File: config.mk
export PLATFORM = sky130hd
export DESIGN_NAME = frame_scanout
export DESIGN_NICKNAME = d
export VERILOG_FILES = /design/src/rtl/frame_scanout.sv
export SDC_FILE = /design/constraint.sdc
export NUM_CORES = 1
export LEC_CHECK = 0
export CAP_MARGIN = 20
export CORE_MARGIN = 2
export CORE_UTILIZATION = 35
export CTS_CLUSTER_SIZE = 20
export DETAILED_ROUTE_END_ITERATION = 8
export PLACE_DENSITY_LB_ADDON = 0.1
export REMOVE_ABC_BUFFERS = 1
export SYNTH_ARGS = -nofsm -noshare
export SYNTH_HDL_FRONTEND = slang
export SYNTH_SLANG_ARGS = --single-unit
File: constraint.sdc
create_clock -name clk -period 2.55 [get_ports clk]
set_input_delay 0.51 -clock clk [delete_from_list [all_inputs] [get_ports clk]]
set_output_delay 0.51 -clock clk [all_outputs]
set_load 0.02 [all_outputs]
File: src/rtl/frame_scanout.sv
// frame_scanout: raster read-out of the {y,x}-addressed pixel RAM with display timing and a frame_valid start/stop handshake.
// Latency: rd_en/rd_addr are combinational on an en tick; X/Y/de/sync/RGB_out follow one edge later. There is no backpressure: a sparse en simply stretches the raster.
module frame_scanout #(
  parameter int H_ACTIVE = 640,
  parameter int H_FP     = 16,
  parameter int H_SYNC   = 96,
  parameter int H_BP     = 48,
  parameter int V_ACTIVE = 480,
  parameter int V_FP     = 10,
  parameter int V_SYNC   = 2,
  parameter int V_BP     = 33,
  parameter int PIX_W    = 15
) (
  input  logic             clk,
  input  logic             rst,
  input  logic             en,
  input  logic             frame_valid,
  output logic             rd_en,
  output logic [19:0]      rd_addr,
  input  logic [PIX_W-1:0] rd_data,
  output logic [PIX_W-1:0] RGB_out,
  output logic [9:0]       X,
  output logic [9:0]       Y,
  output logic             de,
  output logic             hsync,
  output logic             vsync,
  output logic             frame_done
);

  localparam int H_TOTAL = H_ACTIVE + H_FP + H_SYNC + H_BP;
  localparam int V_TOTAL = V_ACTIVE + V_FP + V_SYNC + V_BP;

  localparam logic [10:0] H_ACT_END = 11'(H_ACTIVE);
  localparam logic [10:0] HS_BEG    = 11'(H_ACTIVE + H_FP);
  localparam logic [10:0] HS_END    = 11'(H_ACTIVE + H_FP + H_SYNC);
  localparam logic [10:0] V_ACT_END = 11'(V_ACTIVE);
  localparam logic [10:0] VS_BEG    = 11'(V_ACTIVE + V_FP);
  localparam logic [10:0] VS_END    = 11'(V_ACTIVE + V_FP + V_SYNC);
  localparam logic [9:0]  H_LAST    = 10'(H_TOTAL - 1);
  localparam logic [9:0]  V_LAST    = 10'(V_TOTAL - 1);

  if (H_TOTAL > 1024 || V_TOTAL > 1024) begin : g_bad_totals
    $error("frame_scanout: H_TOTAL and V_TOTAL must not exceed 1024");
  end

  typedef enum logic {S_IDLE, S_SCAN} state_t;

  state_t      r_state;
  state_t      w_state_nxt;
  logic [9:0]  r_h_cnt;
  logic [9:0]  r_v_cnt;
  logic [9:0]  r_x;
  logic [9:0]  r_y;
  logic        r_de;
  logic        r_hsync;
  logic        r_vsync;
  logic        r_frame_done;

  logic [10:0] w_h_ext;
  logic [10:0] w_v_ext;
  logic        w_active;
  logic        w_hs_n;
  logic        w_vs_n;
  logic        w_h_last;
  logic        w_v_last;
  logic        w_eof;
  logic        w_tick;

  // Compare in 11 bits so a 1024-wide active region still decodes correctly.
  assign w_h_ext  = {1'b0, r_h_cnt};
  assign w_v_ext  = {1'b0, r_v_cnt};
  assign w_active = (w_h_ext < H_ACT_END) && (w_v_ext < V_ACT_END);
  assign w_hs_n   = !((w_h_ext >= HS_BEG) && (w_h_ext < HS_END));
  assign w_vs_n   = !((w_v_ext >= VS_BEG) && (w_v_ext < VS_END));
  assign w_h_last = (r_h_cnt == H_LAST);
  assign w_v_last = (r_v_cnt == V_LAST);
  assign w_eof    = w_h_last && w_v_last;
  assign w_tick   = en && (r_state == S_SCAN);

  always_ff @(posedge clk) begin
    if (rst) begin
      r_state <= S_IDLE;
    end else begin
      r_state <= w_state_nxt;
    end
  end

  // Leaving SCAN only happens at end of frame, so a falling frame_valid never truncates a frame.
  always_comb begin
    w_state_nxt = r_state;
    case (r_state)
      S_IDLE:  if (frame_valid) w_state_nxt = S_SCAN;
      S_SCAN:  if (w_tick && w_eof && !frame_valid) w_state_nxt = S_IDLE;
      default: w_state_nxt = S_IDLE;
    endcase
  end

  always_comb begin
    rd_en   = w_tick && w_active;
    rd_addr = {r_v_cnt, r_h_cnt};
  end

  always_ff @(posedge clk) begin
    if (rst || r_state == S_IDLE) begin
      r_h_cnt <= '0;
      r_v_cnt <= '0;
    end else if (w_tick) begin
      if (w_h_last) begin
        r_h_cnt <= '0;
        r_v_cnt <= w_v_last ? 10'd0 : r_v_cnt + 10'd1;
      end else begin
        r_h_cnt <= r_h_cnt + 10'd1;
      end
    end
  end

  // The output stage also parks at its idle values on the edge that drops back to IDLE.
  always_ff @(posedge clk) begin
    if (rst || w_state_nxt == S_IDLE) begin
      r_x     <= '0;
      r_y     <= '0;
      r_de    <= 1'b0;
      r_hsync <= 1'b1;
      r_vsync <= 1'b1;
    end else if (w_tick) begin
      r_x     <= r_h_cnt;
      r_y     <= r_v_cnt;
      r_de    <= w_active;
      r_hsync <= w_hs_n;
      r_vsync <= w_vs_n;
    end
  end

  always_ff @(posedge clk) begin
    if (rst) begin
      r_frame_done <= 1'b0;
    end else begin
      r_frame_done <= w_tick && w_eof;
    end
  end

  assign X          = r_x;
  assign Y          = r_y;
  assign de         = r_de;
  assign hsync      = r_hsync;
  assign vsync      = r_vsync;
  assign frame_done = r_frame_done;
  assign RGB_out    = r_de ? rd_data : '0;

endmodule

### Yosys cells after proc, flatten, opt, wreduce, memory -nomap -nowiden

Index checks and enable logic that the tools add are counted.

| word-level totals | value |
|---|---|
| flip-flop bits (word level) | 45 |
| bits of input ports | 19 |
| logic and storage cells | 41 |

| cells by class | value |
|---|---|
| $add $sub $neg | 2 |
| order comparisons | 6 |
| eq/ne operators | 2 |
| multiplexer cells | 6 |
| bitwise logic cells | 2 |
| reductions and logical operators | 14 |

Operators by type and width:

| cell | number |
|---|---|
| adder 10 x 1 -> 10 bit (second input constant) | 2 |
| equality test 10 bit (second input constant) | 2 |
| < comparator 10 bit (second input constant) | 2 |
| < comparator 10 x 9 -> 1 bit (second input constant) | 2 |
| 2-to-1 mux 10 bit | 2 |
| 2-to-1 mux 15 bit | 1 |
| >= comparator 10 bit (second input constant) | 1 |
| >= comparator 10 x 9 -> 1 bit (second input constant) | 1 |
| logical AND 1 bit | 8 |
| zero test 1 bit | 3 |
| logical OR 1 bit | 2 |
| 2-to-1 mux 1 bit | 2 |
| NOT 1 bit | 2 |
| one-hot mux 1 bit (2 select lines) | 1 |
| AND reduction 2 bit | 1 |

### Logic depth before layout (Yosys ltp)

Gate-level depths: netlist of run 1.

| depth | value |
|---|---|
| depth in word-level cells | 8 |
| mapped depth | 7 |
| gate-level depth less buffers | 7 |

### Worst setup path after synthesis of run 1

OpenSTA, ideal clock, no wires.

| path | value |
|---|---|
| path kind | register to register |
| start | register r_h_cnt[1] |
| end | register r_de (netlist: de) |
| setup time | 0.114 ns |
| data arrival time | 1.921 ns |
| required time | 2.436 ns |
| setup slack | 0.515 ns |
| stages on the path, launching flop included | 7 |
| path buffers | 1 |
| clock period less this slack | 2.035 ns |
| cells stage by stage | dfxtp_1 ha_1 nand3_2 or4_1 o21ai_2 buf_4 nor2_1 |

| between the ends | value |
|---|---|
| cells in the longest elaborated chain, start to end | 8 |
| elaborated cells between the ends (all ways) | 10 |
| classes of those cells | order compare (1); eq/ne (1); mux (2); bitwise (1); reduce/logical (5) |

RTL lines:

| what | RTL line | source |
|---|---|---|
| start, declared | 50 | `logic [9:0] r_h_cnt;` |
| start signal, assigned | 112 | `r_h_cnt <= r_h_cnt + 10'd1;` |
| equality test 10 bit | 75 | `assign w_h_last = (r_h_cnt == H_LAST);` |
| logical AND 1 bit | 77 | `assign w_eof = w_h_last && w_v_last;` |
| logical AND 1 bit (2 in series) | 93 | `S_SCAN: if (w_tick && w_eof && !frame_valid) w_state_nxt = S_IDLE;` |
| 2-to-1 mux 1 bit | 93 |  |
| one-hot mux 1 bit (2 select lines) | 91 | `case (r_state)` |
| NOT 1 bit | 119 | `if (rst \|\| w_state_nxt == S_IDLE) begin` |
| logical OR 1 bit | 119 |  |
| end signal, assigned | 128 | `r_de <= w_active;` |
| end, declared | 54 | `logic r_de;` |

Parallel ways exist; a longest one is shown, timed or not.
A chain may end at the register's enable or synchronous reset.

### Worst setup path in the final report of run 1

| path | value |
|---|---|
| start | input rd_data[11] |
| end | output RGB_out[11] |

| between the ends | value |
|---|---|
| cells in the longest elaborated chain, start to end | 1 |

RTL lines:

| what | RTL line | source |
|---|---|---|
| start, declared | 20 | `input logic [PIX_W-1:0] rd_data,` |
| 2-to-1 mux 15 bit | 148 | `assign RGB_out = r_de ? rd_data : '0;` |
| end, declared | 21 | `output logic [PIX_W-1:0] RGB_out,` |

Every way passes these cells.

==> reports/results.txt, run 1 <==
first-pass GRT wire length - 8920 um
core region area - 5850 um2
post-route ant nets - 0
Layout Nets - 367
Rel. slew slack - 64.6%
post-synth top area share - 42.9%
vias in the first global route - 1769
synthesized area - 2100 um2
Seq/Total Area, Yosys - 42.9%
final wirelength - 5590 um
GP Congestion - 0.797
FMAX - 458 MHz
FF-to-FF End - Y[2]
Placed Instances - 412
routed len/inst - 13.3 um
CTS tree - done
# DRC - 0
Area contributors post-synth - dfxtp_1, nand2_1, a21oi_1
largest net degree at the start of global routing - 26
routed wl met3 - 323 um
Async SR Flop Fraction - 0%
wire length on met1 - 2790 um
fin cells - 420
DR iter-0 viols - 57
Max FO, Critical Path - 1
startpoint types - input pin
Fin Setup TNS - 0 ns
status - complete, no violations
Rows - 28
CTS Sinks - 45
Die Ht - 81.5 um
WP data required - 2.04 ns
DR vias/cell - 4.89
Die Area - 6630 um2
Worst Reg-to-Reg Cells - 6
Post-synth EDFFs - 0
reg-to-reg slack, setup - 0.49 ns
# IOs - 79
Power Density - 459 nW/um2
Die W - 81.5 um
fin crit period - 2.18 ns
Hold Worst Slack - 0.454 ns
synthesis-stage register bit count - 45
DR top layer - met4
CTS Buf Count - 5
filler instances - 586
Max VDD drop - 0.265 mV
RSZ-0062 raised after global routing - false
GRT Total Usage - 17.3%
Syn. warnings - 0
final period utilization - 85.6%
Crit. End Element - output port
worst skew pair latency - 0.30 ns
max-slew violations - 0
setup violators final - 0
share of layout cells above drive strength 1 - 8.99%
Critical R2R Launch - r_h_cnt[1]
Starting Density - 35.9%
worst-margin pin slew - 0.524 ns
PortBufs - 78
initial antenna violation count - 0
routed wl met2 - 2430 um
hold path depth - 2
Detail Placement HPWL - 4150 um
crit path DAT - 1.67 ns
Max Cap Viol - 0
total power - 0.00145 W
Vias - 2055
worst hold endpoint - X[4]
Final Hold Viols - 0
postcts setup bufs - 0
H-tree depth - 2
Hold Startpoint - X[4]
Static Leak - 1.07 nW
Yosys top cell by area - dfxtp_1
synth unique cells - 40
clk buf depth - 2
root buffer selected by CTS - clkbuf_8
Multi-input gate area - 1100 um2
router iterations before antenna repair - 4
final antenna diode count - 0
Avg Cell Area, Syn - 8.14 um2
clock skew - 0.00940 ns
total grt overflow - 0
Register Area - 901 um2
ys flop type - dfxtp_1
CP Class - in2out
Synth Instances - 258
hold crit path type - reg2reg
Synth-to-Final Area Change - 50.7%
clock slew at reported path FFs - 0.08 ns
## synth_stat cells (2+ instances only)
master / count
buf_2: 3
nand4bb_1: 2
o21ai_0: 3
a21oi_1: 26
buf_4: 3
nor2_1: 19
nor4_1: 7
clkbuf_1: 10
nand4_1: 7
nand2_1: 50
nand2b_1: 2
a31o_2: 2
inv_1: 6
nor3_1: 4
nand3_1: 10
xor2_1: 4
dfxtp_1: 45
or4_1: 2
nor4bb_1: 2
xnor2_1: 8
and4_1: 3
ha_1: 4
mux2i_1: 3
and2_1: 17
## worst max-delay path: stages
cell and delay, ns:
clkdlybuf4s50_1 0.44, and2_1 0.11, clkdlybuf4s50_1 0.60
## cells by family after synthesis
logic type | after synthesis | share of synthesized area, %
buffers and inverters | 22 | 4.65
AOI/OAI and AO/OA | 37 | 9.83
xor gates and xnor gates | 12 | 5.01
DFF | 45 | 42.9
and+or+nand+nor | 135 | 33.8
adders and majority gates | 4 | 2.38
muxes | 3 | 1.43
## metrics by stage
step	util [%]	instance area, um2	setup WS [ns]
2_1_floorplan	-	2020	0.228
3_3_place_gp	51.7	3030	0.0133
3_5_place_dp	51.7	3030	0.00991
4_1_cts	54.0	3160	0.00989
5_1_grt	54.1	3160	0.268
6_report	54.1	3160	0.368
## registers in the layout, summed over array words and instances (netlist names), 10 cells and up
name     flops
X           10
Y           10
r_h_cnt     10
r_v_cnt     10
## placed cells by master (no fill, tap or decap), drive strengths merged, types with 2 or more instances in the layout
cell type,count
nor4bb,2
clkdlybuf4s50,77
nand4,7
nor2,19
clkbuf,5
xor2,4
nand3,11
xnor2,8
bufinv,2
or4,2
dfxtp,45
and4,3
nor4,8
nand2b,2
a31o,2
nand2,50
nor3,4
mux2i,3
inv,6
ha,4
a21oi,26
nand4bb,2
o21ai,5
and2,17
buf,17
## per-layer routing
metal	GRT usage, %	vias to the layer above
li1	-	1055
met1	24.8	942
met2	26.6	53
met3	3.74	5
met4	4.24	0
met5	0	-
## power breakdown
part           switching, W  total, W  internal [W]
Clock              0.000245  0.000635      0.000389
Combinational     0.0000541  0.000108     0.0000541
Sequential       0.00000376  0.000709      0.000705
## timing repair
| action | in CTS | in global routing |
|---|---|---|
| hold buffers | 0 | 0 |
| endpoints found under the setup margin | 0 | 1 |
| gates resized for setup | 0 | 1 |
## layout make-up
cell class	count	area share, %
clock buffer	5	2.18
clock inverter	3	2.06
inverter	6	0.712
multi-input combinational	191	34.8
sequential	45	28.5
tap	75	2.97
timing repair buffer	95	28.8
## worst max path at each step
stage,from,to,cells past startpoint
floorplan,r_h_cnt[1],hsync,6
global placement,en,rd_en,4
detailed placement,en,rd_en,4
CTS,en,rd_en,4
global route,de,RGB_out[1],2
finish,rd_data[11],RGB_out[11],3
(Power assumes the default switching activity.)
==> inputs of run 2 (changes only) <==
--- a/config.mk
+++ b/config.mk
@@ -10,6 +10,7 @@
 export CORE_UTILIZATION = 35
 export CTS_CLUSTER_SIZE = 20
 export DETAILED_ROUTE_END_ITERATION = 8
+export GPL_TIMING_DRIVEN = 0
 export PLACE_DENSITY_LB_ADDON = 0.1
 export REMOVE_ABC_BUFFERS = 1
 export SYNTH_ARGS = -nofsm -noshare
==> run 2 against run 1 <==
  * Count of clock-buffer cells in the layout unchanged
  * Register-to-register slack got worse by 0.32 ns
  * Maximum frequency down 10%
  * Largest cell class unchanged
  * Worst hold slack better by 0.0035 ns
  * Sequential power is essentially flat
  * Flip-flop and latch count unchanged
  * Largest power group unchanged
  * Power down 5.3%
  * Non-clock buffer count is 16 lower
  * Critical path type is now reg2out
  * Combinational power decreased by 4%
  * Cell count decreased by 3.3%
  * First-iteration DRC count increased by 49%
  * Clock skew increased by 0.0022 ns
==> reports/results.txt, run 2 (synthesis gave the netlist of run 1 again) <==
Core Util, Final - 52.2%
CP Class - reg2out
Synth-to-Final Area Change - 45.6%
worst hold endpoint - X[3]
filler instances - 555
GP Congestion - 0.793
status - complete, no violations
CTS tree - done
reg-to-reg slack, setup - 0.17 ns
Die W - 81.5 um
WP data required - 2.04 ns
Crit. End Element - output port
Critical Path Slowest Stage Cell - clkdlybuf4s50_1
FMAX - 412 MHz
final period utilization - 95.2%
clk buf depth - 2
Vias - 2062
Critical Path Max Stage Delay - 0.55 ns
GR Util met3 - 3.85%
final antenna diode count - 0
Hold Startpoint - X[3]
Die Ht - 81.5 um
post-route cell area - 3060 um2
core region area - 5850 um2
Rel. slew slack - 35.2%
Worst Reg-to-Reg Cells - 6
worst skew pair latency - 0.31 ns
most frequent cells in the layout - clkdlybuf4s50_1, nand2_1, dfxtp_1
CTS Sinks - 45
DR iter-0 viols - 85
FF-to-FF End - hsync
routed len/inst - 14.5 um
fin crit period - 2.43 ns
# DRC - 0
root buffer selected by CTS - clkbuf_8
PortBufs - 78
vias in the first global route - 1781
Area after DPL - 2900 um2
startpoint types - flop
# IOs - 79
initial antenna violation count - 0
max-slew violations - 0
share of layout cells above drive strength 1 - 6.04%
worst-margin pin slew - 0.970 ns
Power Density - 450 nW/um2
CTS Buf Count - 5
RSZ-0062 raised after global routing - false
Max FO, Critical Path - 8
Detail Placement HPWL - 3900 um
Layout Nets - 353
Starting Density - 35.9%
Static Leak - 0.975 nW
Die Area - 6630 um2
total grt overflow - 0
crit path DAT - 1.92 ns
Final Hold Viols - 0
largest net degree at the start of global routing - 27
router iterations before antenna repair - 4
setup violators final - 0
Critical R2R Launch - r_h_cnt[1]
met1 usage - 24.3%
clock slew at reported path FFs - 0.09 ns
Buf/Inv on CP - 1
commonest non-fill, non-tap cell in the layout - clkdlybuf4s50_1
DR vias/cell - 5.08
Rows - 28
gr busiest metal - met2
final wirelength - 5900 um
GRT met2 Usage - 27.9%
CP Cell Sequence - nand4_1 > and4b_1 > clkdlybuf4s50_1
GRT Total Usage - 17.6%
H-tree depth - 2
hold crit path type - reg2reg
post-route ant nets - 0
Max VDD drop - 0.276 mV
Max Cap Viol - 0
clock skew - 0.0116 ns
CP delay by family, top - simple AND/OR/NAND/NOR gates
hold path depth - 2
first-pass GRT wire length - 9020 um
==> run 2: how the worst max path moves through the flow <==
| stage | startpoint | to | slack, ns | cells after the start |
|---|---|---|---|---|
| 2_1_floorplan | r_h_cnt[1] | hsync | 0.23 | 6 |
| 3_3_place_gp | en | rd_en | -0.82 | 4 |
| 5_1_grt | r_h_cnt[1] | vsync | 0.003 | 6 |
| 6_report | r_v_cnt[7] | rd_en | 0.12 | 3 |
| 3_5_place_dp | en | rd_en | -0.81 | 4 |
| 4_1_cts | r_v_cnt[5] | rd_en | 0.05 | 3 |
==> run 2: report_power, final <==
| group | switching [W] | internal (W) |
|---|---|---|
| Clock | 0.000266 | 0.000294 |
| Combinational | 0.0000547 | 0.0000492 |
| Sequential | 0.00000599 | 0.000705 |
==> run 2: worst register-to-register path: stages, from the launching register on <==
cell and delay, ns:
dfxtp_1 0.46, ha_1 0.28, nand3_2 0.22, or4_1 0.73, o21ai_4 0.39, inv_1 0.14, o21ai_1 0.09
==> run 2: timing repair <==
action,CTS,global route
pin swaps,1,0
gates cloned,2,0
resized for setup,4,3
hold buffers,0,0
endpoints found under the setup margin,25,12
setup buffers,1,0
==> run 2: area by class of cell <==
class	instances	area [um2]	area share [%]
clock buffers	5	68.8	2.25
clock inverters	3	46.3	1.51
inverters	6	22.5	0.737
multi-input cells	193	1130	37.1
flip-flops and latches	45	903	29.6
well taps	75	93.8	3.07
repair buffers	79	787	25.7
==> run 2: per-layer routing <==
| layer | vias up | part of all wire [%] |
|---|---|---|
| li1 | 1028 | - |
| met1 | 957 | 48 |
| met2 | 71 | 44 |
| met3 | 6 | 6.9 |
| met4 | 0 | 0.98 |
| met5 | - | 0 |
==> run 2: per-stage QoR <==
| stage | power [W] | setup TNS (ns) | hold WS, ns | cells | setup slack [ns] |
|---|---|---|---|---|---|
| 2_1_floorplan | 0.000766 | 0 | 0.535 | 242 | 0.228 |
| 5_1_grt | 0.00142 | 0 | 0.470 | 406 | 0.00287 |
| 6_report | 0.00137 | 0 | 0.458 | 406 | 0.122 |
| 3_3_place_gp | 0.000824 | -14.61 | 0.442 | 395 | -0.822 |
| 4_1_cts | 0.00138 | 0 | 0.460 | 406 | 0.0462 |
| 3_5_place_dp | 0.000824 | -15.25 | 0.447 | 395 | -0.815 |
==> inputs of run 3 (changes only) <==
--- a/config.mk
+++ b/config.mk
@@ -13,6 +13,7 @@
 export GPL_TIMING_DRIVEN = 0
 export PLACE_DENSITY_LB_ADDON = 0.1
 export REMOVE_ABC_BUFFERS = 1
+export SLEW_MARGIN = 30
 export SYNTH_ARGS = -nofsm -noshare
 export SYNTH_HDL_FRONTEND = slang
 export SYNTH_SLANG_ARGS = --single-unit
==> run 3 against run 2 <==
  * First-iteration DRC count rose by 56%
  * Design area increased by 0.86%
  * Non-clock buffer count up 2
  * Combinational power is 8% higher
==> reports/results.txt, run 3 (synthesis gave the netlist of run 1 again) <==
status - complete, no violations
PortBufs - 78
FMAX - 410 MHz
Clk pwr share - 40.3%
worst-margin pin slew - 0.958 ns
Comb power frac - 8.1%
final period utilization - 95.7%
CTS Sinks - 45
DR vias/cell - 5.04
CP delay by family, top - simple AND/OR/NAND/NOR gates
root buffer selected by CTS - clkbuf_8
Rows - 28
RSZ-0062 raised after global routing - false
crit path DAT - 1.93 ns
CP Class - reg2out
initial antenna violation count - 0
most frequent cells in the layout - clkdlybuf4s50_1, nand2_1, dfxtp_1
WP data required - 2.04 ns
hold crit path type - reg2reg
commonest non-fill, non-tap cell in the layout - clkdlybuf4s50_1
max-slew violations - 0
Detail Placement HPWL - 3930 um
setup violators final - 0
dpl ws - -0.854 ns
clock slew at reported path FFs - 0.09 ns
Max FO, Critical Path - 9
GRT Total Usage - 17.2%
total power - 0.00138 W
CP Cell Sequence - nand4_1 > and4b_1 > clkdlybuf4s50_1
GP Congestion - 0.793
clk buf depth - 2
total grt overflow - 0
Critical Path Max Stage Delay - 0.54 ns
# DRC - 0
routed len/inst - 14.7 um
Switch Pwr - 0.000325 W
Vias - 2055
switching share of power - 23.6%
Buf/Inv on CP - 1
DR iter-0 viols - 133
router iterations before antenna repair - 4
final antenna diode count - 0
Critical Path Slowest Stage Cell - clkdlybuf4s50_1
vias in the first global route - 1805
fin crit period - 2.44 ns
Static Leak - 0.988 nW
Hold Worst Slack - 0.455 ns
Final Hold Viols - 0
share of layout cells above drive strength 1 - 6.31%
startpoint types - flop
Starting Density - 35.9%
Die W - 81.5 um
CP Launch Point - r_v_cnt[6]
Power Density - 447 nW/um2
Seq pwr share - 51.6%
worst skew pair latency - 0.30 ns
Die Ht - 81.5 um
Rel. slew slack - 36.0%
Layout Nets - 355
Max VDD drop - 0.318 mV
core region area - 5850 um2
clock skew - 0.0129 ns
CTS Buf Count - 5
Synth-to-Final Area Change - 46.8%
Die Area - 6630 um2
final wirelength - 5980 um
largest net degree at the start of global routing - 27
Pint - 0.00105 W
first-pass GRT wire length - 8870 um
Max Cap Viol - 0
Crit. End Element - output port
Critical R2R Launch - r_h_cnt[1]
Hold Startpoint - X[3]
hold buffers post-CTS - 0
H-tree depth - 2
post-route ant nets - 0
worst setup margin - 0.109 ns
# IOs - 79
CTS tree - done
-- run 3: through the flow --
step | TNS [ns] | cells | cell area [um2] | utilization [%]
3_5_place_dp | -8.79 | 395 | 2910 | 49.7
5_1_grt | 0 | 408 | 3080 | 52.7
2_1_floorplan | 0 | 242 | 2020 | -
6_report | 0 | 408 | 3080 | 52.7
4_1_cts | 0 | 405 | 3040 | 51.9
3_3_place_gp | -14.61 | 395 | 2900 | 49.6
-- run 3: routing by layer --
layer	wire length, um	track usage (%)
met4	50	5.42
met2	2720	28.0
met5	0	0
met1	2670	22.9
met3	531	3.63
-- run 3: power by group through the flow --
stage          registers (W)  clock network, W  logic [W]
2_1_floorplan       0.000727                 0  0.0000381
3_5_place_dp        0.000727                 0  0.0000979
3_3_place_gp        0.000727                 0  0.0000965
6_report            0.000711          0.000555   0.000112
4_1_cts             0.000711          0.000567   0.000101
5_1_grt             0.000712          0.000589   0.000120
-- run 3: path summary, 6_finish.rpt --
kind	to	slack, ns	cells past startpoint
worst min register to register	X[3]	0.46	2
worst min-delay path	X[3]	0.46	2
worst max-delay path	rd_en	0.11	3
worst max register to register	Y[1]	0.17	6
-- run 3: worst register-to-register path: cells and delay by family, from the launching register on --
family	cells	cell delay [ns]
buffers and inverters	1	0.17
AO/OA/AOI/OAI	2	0.39
adder cells (fa/ha/maj)	1	0.28
AND/OR/NAND/NOR	2	0.97
flip-flops	1	0.46
-- run 3: final cells by class --
type	count	area [um2]
Fill cell	557	2770
Timing Repair Buffer	81	815
Clock inverter	3	46.3
Clock buffer	5	68.8
Inverter	6	22.5
Sequential cell	45	902
Tap cell	75	93.8
Multi-Input combinational cell	193	1130
-- run 3: what timing repair did --
action | 4_1_cts | 5_1_grt
endpoints found under the setup margin | 5 | 25
buffers inserted | 1 | 2
cloned | 1 | 1
resized for setup | 3 | 2
pin swaps | 1 | 1
hold endpoints to repair | 0 | 0
==> RTL edit 1: new RTL, flow settings as in run 2 <==
The output `frame_done` loses its register stage (`r_frame_done` becomes a continuous assignment).
--- a/src/rtl/frame_scanout.sv
+++ b/src/rtl/frame_scanout.sv
@@ -132,11 +132,5 @@
   end
 
-  always_ff @(posedge clk) begin
-    if (rst) begin
-      r_frame_done <= 1'b0;
-    end else begin
-      r_frame_done <= w_tick && w_eof;
-    end
-  end
+  assign r_frame_done = w_tick && w_eof;
 
   assign X          = r_x;
Check against the original RTL: same outputs for any inputs over 10 cycles, from zero or initial values and one cycle with rst high; that may be too few to reach the edited logic, so the function may still have changed.
==> RTL edit 1 against run 2 <==
Power fell by 9.3%; first-iteration DRC count fell by 38%; highest routed layer unchanged; setup slack got worse by 3.9 ps; clock skew fell by 5.5 ps; wire length fell by 16%; count of clock-buffer cells in the layout rose by 1; register-to-register slack improved by 60 ps; non-clock buffer count rose by 4; critical endpoint is now frame_done; sequential cell count fell by 1; cell count fell by 7.6%; via count fell by 8.7%; synthesized area fell by 3.3%; global-route usage fell by 1.7 points; cell area fell by 1.8%.
==> RTL edit 1: results (changes against run 2) <==
INFO  detailed_routing drt_iter0_drc=53 [was 85]
INFO  grt            first_global_vias=1744 [was 1781]
INFO  power_and_ir_drop power.leakage=1.03nW [was 0.975 nW]
INFO  critical_path  worst-path-max-fanout=11 [was 8]
INFO  grt            grt_antenna_before_repair=0 [unchanged]
INFO  grt            grt_max_degree=25 [was 27]
INFO  synthesis      yosys-top-cells-count=sky130_fd_sc_hd__dfxtp_1, sky130_fd_sc_hd__a21oi_1, sky130_fd_sc_hd__mux2i_1 [was sky130_fd_sc_hd__nand2_1, sky130_fd_sc_hd__dfxtp_1, sky130_fd_sc_hd__a21oi_1]
INFO  critical_path  rrSetupSlack=230ps [was 170 ps]
INFO  synthesis      proportion_of_synthesized_chip_area_in_sequential_cells=43.4% [was 42.9%]
INFO  run_status     status=completed [unchanged]
INFO  grt            wire_length_of_the_first_global_routing_pass=8070µm [was 9020 µm]
INFO  placed_design  pre_cts_ws=-1150ps [was -815 ps]
INFO  detailed_routing detail_route.first_pass.iterations=4 [unchanged]
INFO  power_and_ir_drop peakVddDrop=0.198mV [was 0.276 mV]
INFO  placed_design  gp_routability_congestion=0.723 [was 0.793]
INFO  clock_network  ctsLongestPathBuffers=2 [unchanged]
INFO  clock_network  cts.reportedPaths.clkPinSlew=80ps
INFO  grt            grtUsageTotal=15.9% [was 17.6%]
INFO  critical_path  crit_arrival=1920ps [about the same]
INFO  placed_design  place_area=2870µm² [was 2900 µm²]
INFO  detailed_routing drt-vias-per-instance=5.02 [was 5.08]
INFO  placed_design  port-buffer-count=78 [unchanged]
INFO  sta            timing.slew.headroom=29.9% [was 35.2%]
INFO  detailed_routing post_drt_wl_per_cell=13.2µm [was 14.5 µm]
INFO  synthesis      netlist-cell-type-count=39 [was 40]
INFO  finish         finalNetCount=326 [was 353]
INFO  clock_network  worst_skew_pair.late_latency=300ps
INFO  finish         layout-drive-gt1-share=6.27% [was 6.04%]
INFO  min_path       timing.hold.worst.class=reg -> reg [unchanged]
INFO  sta            postLayoutSetupSlackWorst=118ps [was 122 ps]
INFO  finish         n_fill_cell=525 [was 555]
INFO  clock_network  cts.htree.levels=2 [unchanged]
INFO  finish         n_antenna_cell=0 [unchanged]
INFO  synthesis      yosysTopAreaCellShare=43.4% [was 42.9%]
INFO  synthesis      synth.top_cells.by_area=sky130_fd_sc_hd__dfxtp_1, sky130_fd_sc_hd__mux2i_1, sky130_fd_sc_hd__a21oi_1 [was sky130_fd_sc_hd__dfxtp_1, sky130_fd_sc_hd__nand2_1, sky130_fd_sc_hd__a21oi_1]
INFO  sta            finalClockSkew=6.11ps [was 11.6 ps]
INFO  critical_path  slowest_delay=530ps [was 550 ps]
INFO  placed_design  place.detailed.hpwl=3410µm [was 3900 µm]
-- RTL edit 1: cell count changes after synthesis, moves of 5 or more --
cell	delta
sky130_fd_sc_hd__a21oi_1	+8
sky130_fd_sc_hd__mux2i_1	+17
sky130_fd_sc_hd__nand2_1	-36
sky130_fd_sc_hd__nor2_1	-8
sky130_fd_sc_hd__nor4_1	-6
sky130_fd_sc_hd__xnor2_1	-5
-- RTL edit 1: routing by layer --
layer / vias up / wire length, µm / track usage (%)
li1: 967 / - / -
met1: 842 / 2360 / 20.5
met2: 65 / 2060 / 23.8
met3: 8 / 453 / 5.51
met4: 0 / 89 / 7.63
met5: - / 0 / 0
-- RTL edit 1: per-stage QoR --
| stage | instances | hold slack (ps) | utilization, % |
|---|---|---|---|
| 2_1_floorplan | 213 | 574 | - |
| 3_3_place_gp | 363 | 471 | 51.3 |
| 3_5_place_dp | 364 | 494 | 51.8 |
| 4_1_cts | 372 | 509 | 53.7 |
| 5_1_grt | 375 | 523 | 54.2 |
| 6_report | 375 | 498 | 54.2 |
-- RTL edit 1: kinds of logic (layout without fill, tap and decap cells) --
logic type / count (synthesis) / count (layout) / synth area share [%]
AO/OA/AOI/OAI: 50 / 50 / 13.7
XOR/XNOR: 8 / 8 / 3.45
adder cells (fa/ha/maj): 4 / 4 / 2.47
buffers and inverters: 19 / 95 / 3.88
flip-flops: 44 / 44 / 43.4
multiplexers: 20 / 20 / 9.86
AND/OR/NAND/NOR: 82 / 82 / 23.2
-- RTL edit 1: report_power, final --
group / switching [mW] / internal (mW)
clock network: 0.220 / 0.186
registers: 0.00700 / 0.691
logic: 0.0691 / 0.0736
total: 0.296 / 0.951
-- RTL edit 1: path summary, 6_finish.rpt --
kind	endpoint	start	cells past startpoint
min	r_h_cnt[1]$_SDFFE_PP0P_	r_h_cnt[1]$_SDFFE_PP0P_	2
max reg2reg	X[8]$_SDFFE_PP0P_	r_h_cnt[0]$_SDFFE_PP0P_	7
min reg2reg	r_h_cnt[1]$_SDFFE_PP0P_	r_h_cnt[1]$_SDFFE_PP0P_	2
max	frame_done	en	5
-- RTL edit 1: timing repair --
item                                    in CTS  in global routing
pin swaps                                    1                  1
resized for setup                            8                  4
gates cloned                                 0                  0
setup buffers                                1                  3
endpoints found under the hold margin        0                  0
endpoints found under the setup margin      39                 15
-- RTL edit 1: final cells by class --
cell class	count	area, µm²	area share (%)
flip-flops and latches	44	883	29.4
inverters	5	18.8	0.625
repair buffers	83	832	27.7
multi-input cells	164	1100	36.6
clock inverters	1	5.00	0.167
clock buffers	6	72.6	2.42
well taps	72	90.1	3.00
==> RTL edit 2: new RTL, flow settings as in run 2 <==
Made on the original files. Set the parameter `PIX_W` to 19 (it was 15).
--- a/src/rtl/frame_scanout.sv
+++ b/src/rtl/frame_scanout.sv
@@ -10,5 +10,5 @@
   parameter int V_SYNC   = 2,
   parameter int V_BP     = 33,
-  parameter int PIX_W    = 15
+  parameter int PIX_W    = 19
 ) (
   input  logic             clk,
Interface: changed (resized RGB_out and rd_data); port bits go from 79 to 87. The function was not compared with the original's and may differ.
==> RTL edit 2 against run 2 <==
First-iteration DRC count grew 22%; cell area rose by 1.8%; sequential cell count is the same; cell count fell by 4.4%; clock skew down 4.9 ps; synthesized area decreased by 1.2%; wire length fell by 7.7%; non-clock buffer count rose by 10; via count is 4.3% lower; power down 5.6%; global-route usage decreased by 0.78 points; setup slack better by 1.3 ps; worst hold slack gained 50 ps; critical endpoint unchanged.
==> RTL edit 2: results (changes against run 2) <==
INFO  grt            use_met3=5.33% [was 3.85%]
INFO  grt            wire_length_of_the_first_global_routing_pass=8680µm [was 9020 µm]
INFO  critical_path  worst-path-max-fanout=18 [was 8]
INFO  critical_path  worst_setup_path_startpoint=en [was r_v_cnt[7]$_SDFFE_PP0P_]
INFO  min_path       worstHoldStart=vsync$_SDFFE_PP1P_ [was X[3]$_SDFFE_PP0P_]
INFO  min_path       worstHoldEndpoint=vsync$_SDFFE_PP1P_ [was X[3]$_SDFFE_PP0P_]
INFO  synthesis      synth-adder-area-share=2.41% [was 2.38%]
INFO  min_path       min_path_cells=1 [was 2]
INFO  run_status     status=completed [unchanged]
INFO  placed_design  place.detailed.hpwl=3740µm [was 3900 µm]
INFO  detailed_routing met1_length=2500µm [was 2830 µm]
INFO  critical_path  worstRegToRegCells=5 [was 6]
INFO  power_and_ir_drop power.leakage=1.07nW [was 0.975 nW]
INFO  synthesis      compound_gate_portion_of_the_synthesized_area=13.5% [was 9.83%]
INFO  sta            finalClockSkew=6.72ps [was 11.6 ps]
INFO  detailed_routing post_drt_wl_per_cell=14.0µm [was 14.5 µm]
INFO  synthesis      netlist-cell-type-count=37 [was 40]
INFO  grt            met1_layer_usage_reported_by_global_route=20.9% [was 24.3%]
INFO  detailed_routing drt_iter0_drc=104 [was 85]
INFO  sta            worst_pin_slew=1090ps [was 970 ps]
INFO  power_and_ir_drop peakVddDrop=0.313mV [was 0.276 mV]
INFO  placed_design  place_area=2990µm² [was 2900 µm²]
INFO  finish         layout-drive-gt1-share=4.15% [was 6.04%]
INFO  critical_path  slowest_delay=530ps [was 550 ps]
INFO  detailed_routing met3_length=458µm [was 409 µm]
INFO  power_and_ir_drop switching_share=24.1% [was 23.8%]
INFO  synthesis      proportion_of_synthesized_chip_area_in_sequential_cells=43.4% [was 42.9%]
[RTL edit 2: changes by cell type after synthesis, sizes merged, moves of 3 or more]
cell	delta
or4	+3
nor2	-9
xnor2	-5
o31ai	+3
or3	+3
nand3	-5
a21oi	+9
and2	+4
nand2	-38
mux2i	+17
nor4	-7
[RTL edit 2: worst reg2reg max path, cell delays in order (launching register included)]
cell,delay [ps]
sky130_fd_sc_hd__dfxtp_1,440
sky130_fd_sc_hd__ha_1,210
sky130_fd_sc_hd__nand3_1,240
sky130_fd_sc_hd__or4_4,620
sky130_fd_sc_hd__or4_1,540
sky130_fd_sc_hd__a21oi_1,140
[RTL edit 2: cell type report]
class | instances | area (µm²)
clock buffer | 8 | 80.1
fill | 565 | 2700
inverter | 5 | 18.8
multi-input combinational | 166 | 1120
sequential | 45 | 901
tap | 75 | 93.8
timing repair buffer | 89 | 902
[RTL edit 2: power groups by stage]
stage	Combinational, mW	Sequential (mW)	Clock [mW]
2_1_floorplan	0.0656	0.731	0
3_3_place_gp	0.149	0.730	0
3_5_place_dp	0.156	0.731	0
4_1_cts	0.158	0.715	0.442
5_1_grt	0.171	0.716	0.477
6_report	0.159	0.714	0.423
[RTL edit 2: through the flow]
stage / setup TNS [ps] / std cells / worst slack (ps) / hold WS (ps) / util, %
3_3_place_gp: -69290 / 377 / -2150 / 479 / 50.9
3_5_place_dp: -33500 / 378 / -1040 / 491 / 51.5
4_1_cts: 0 / 386 / 19.8 / 508 / 53.2
5_1_grt: 0 / 388 / 17.4 / 533 / 53.5
2_1_floorplan: -15620 / 216 / -554 / 574 / -
6_report: 0 / 388 / 124 / 508 / 53.5
[RTL edit 2: repair_timing]
item / 4_1_cts / 5_1_grt
setup endpoints to repair: 38 / 21
buffers inserted: 0 / 2
pin swaps: 0 / 1
resized for setup: 6 / 0
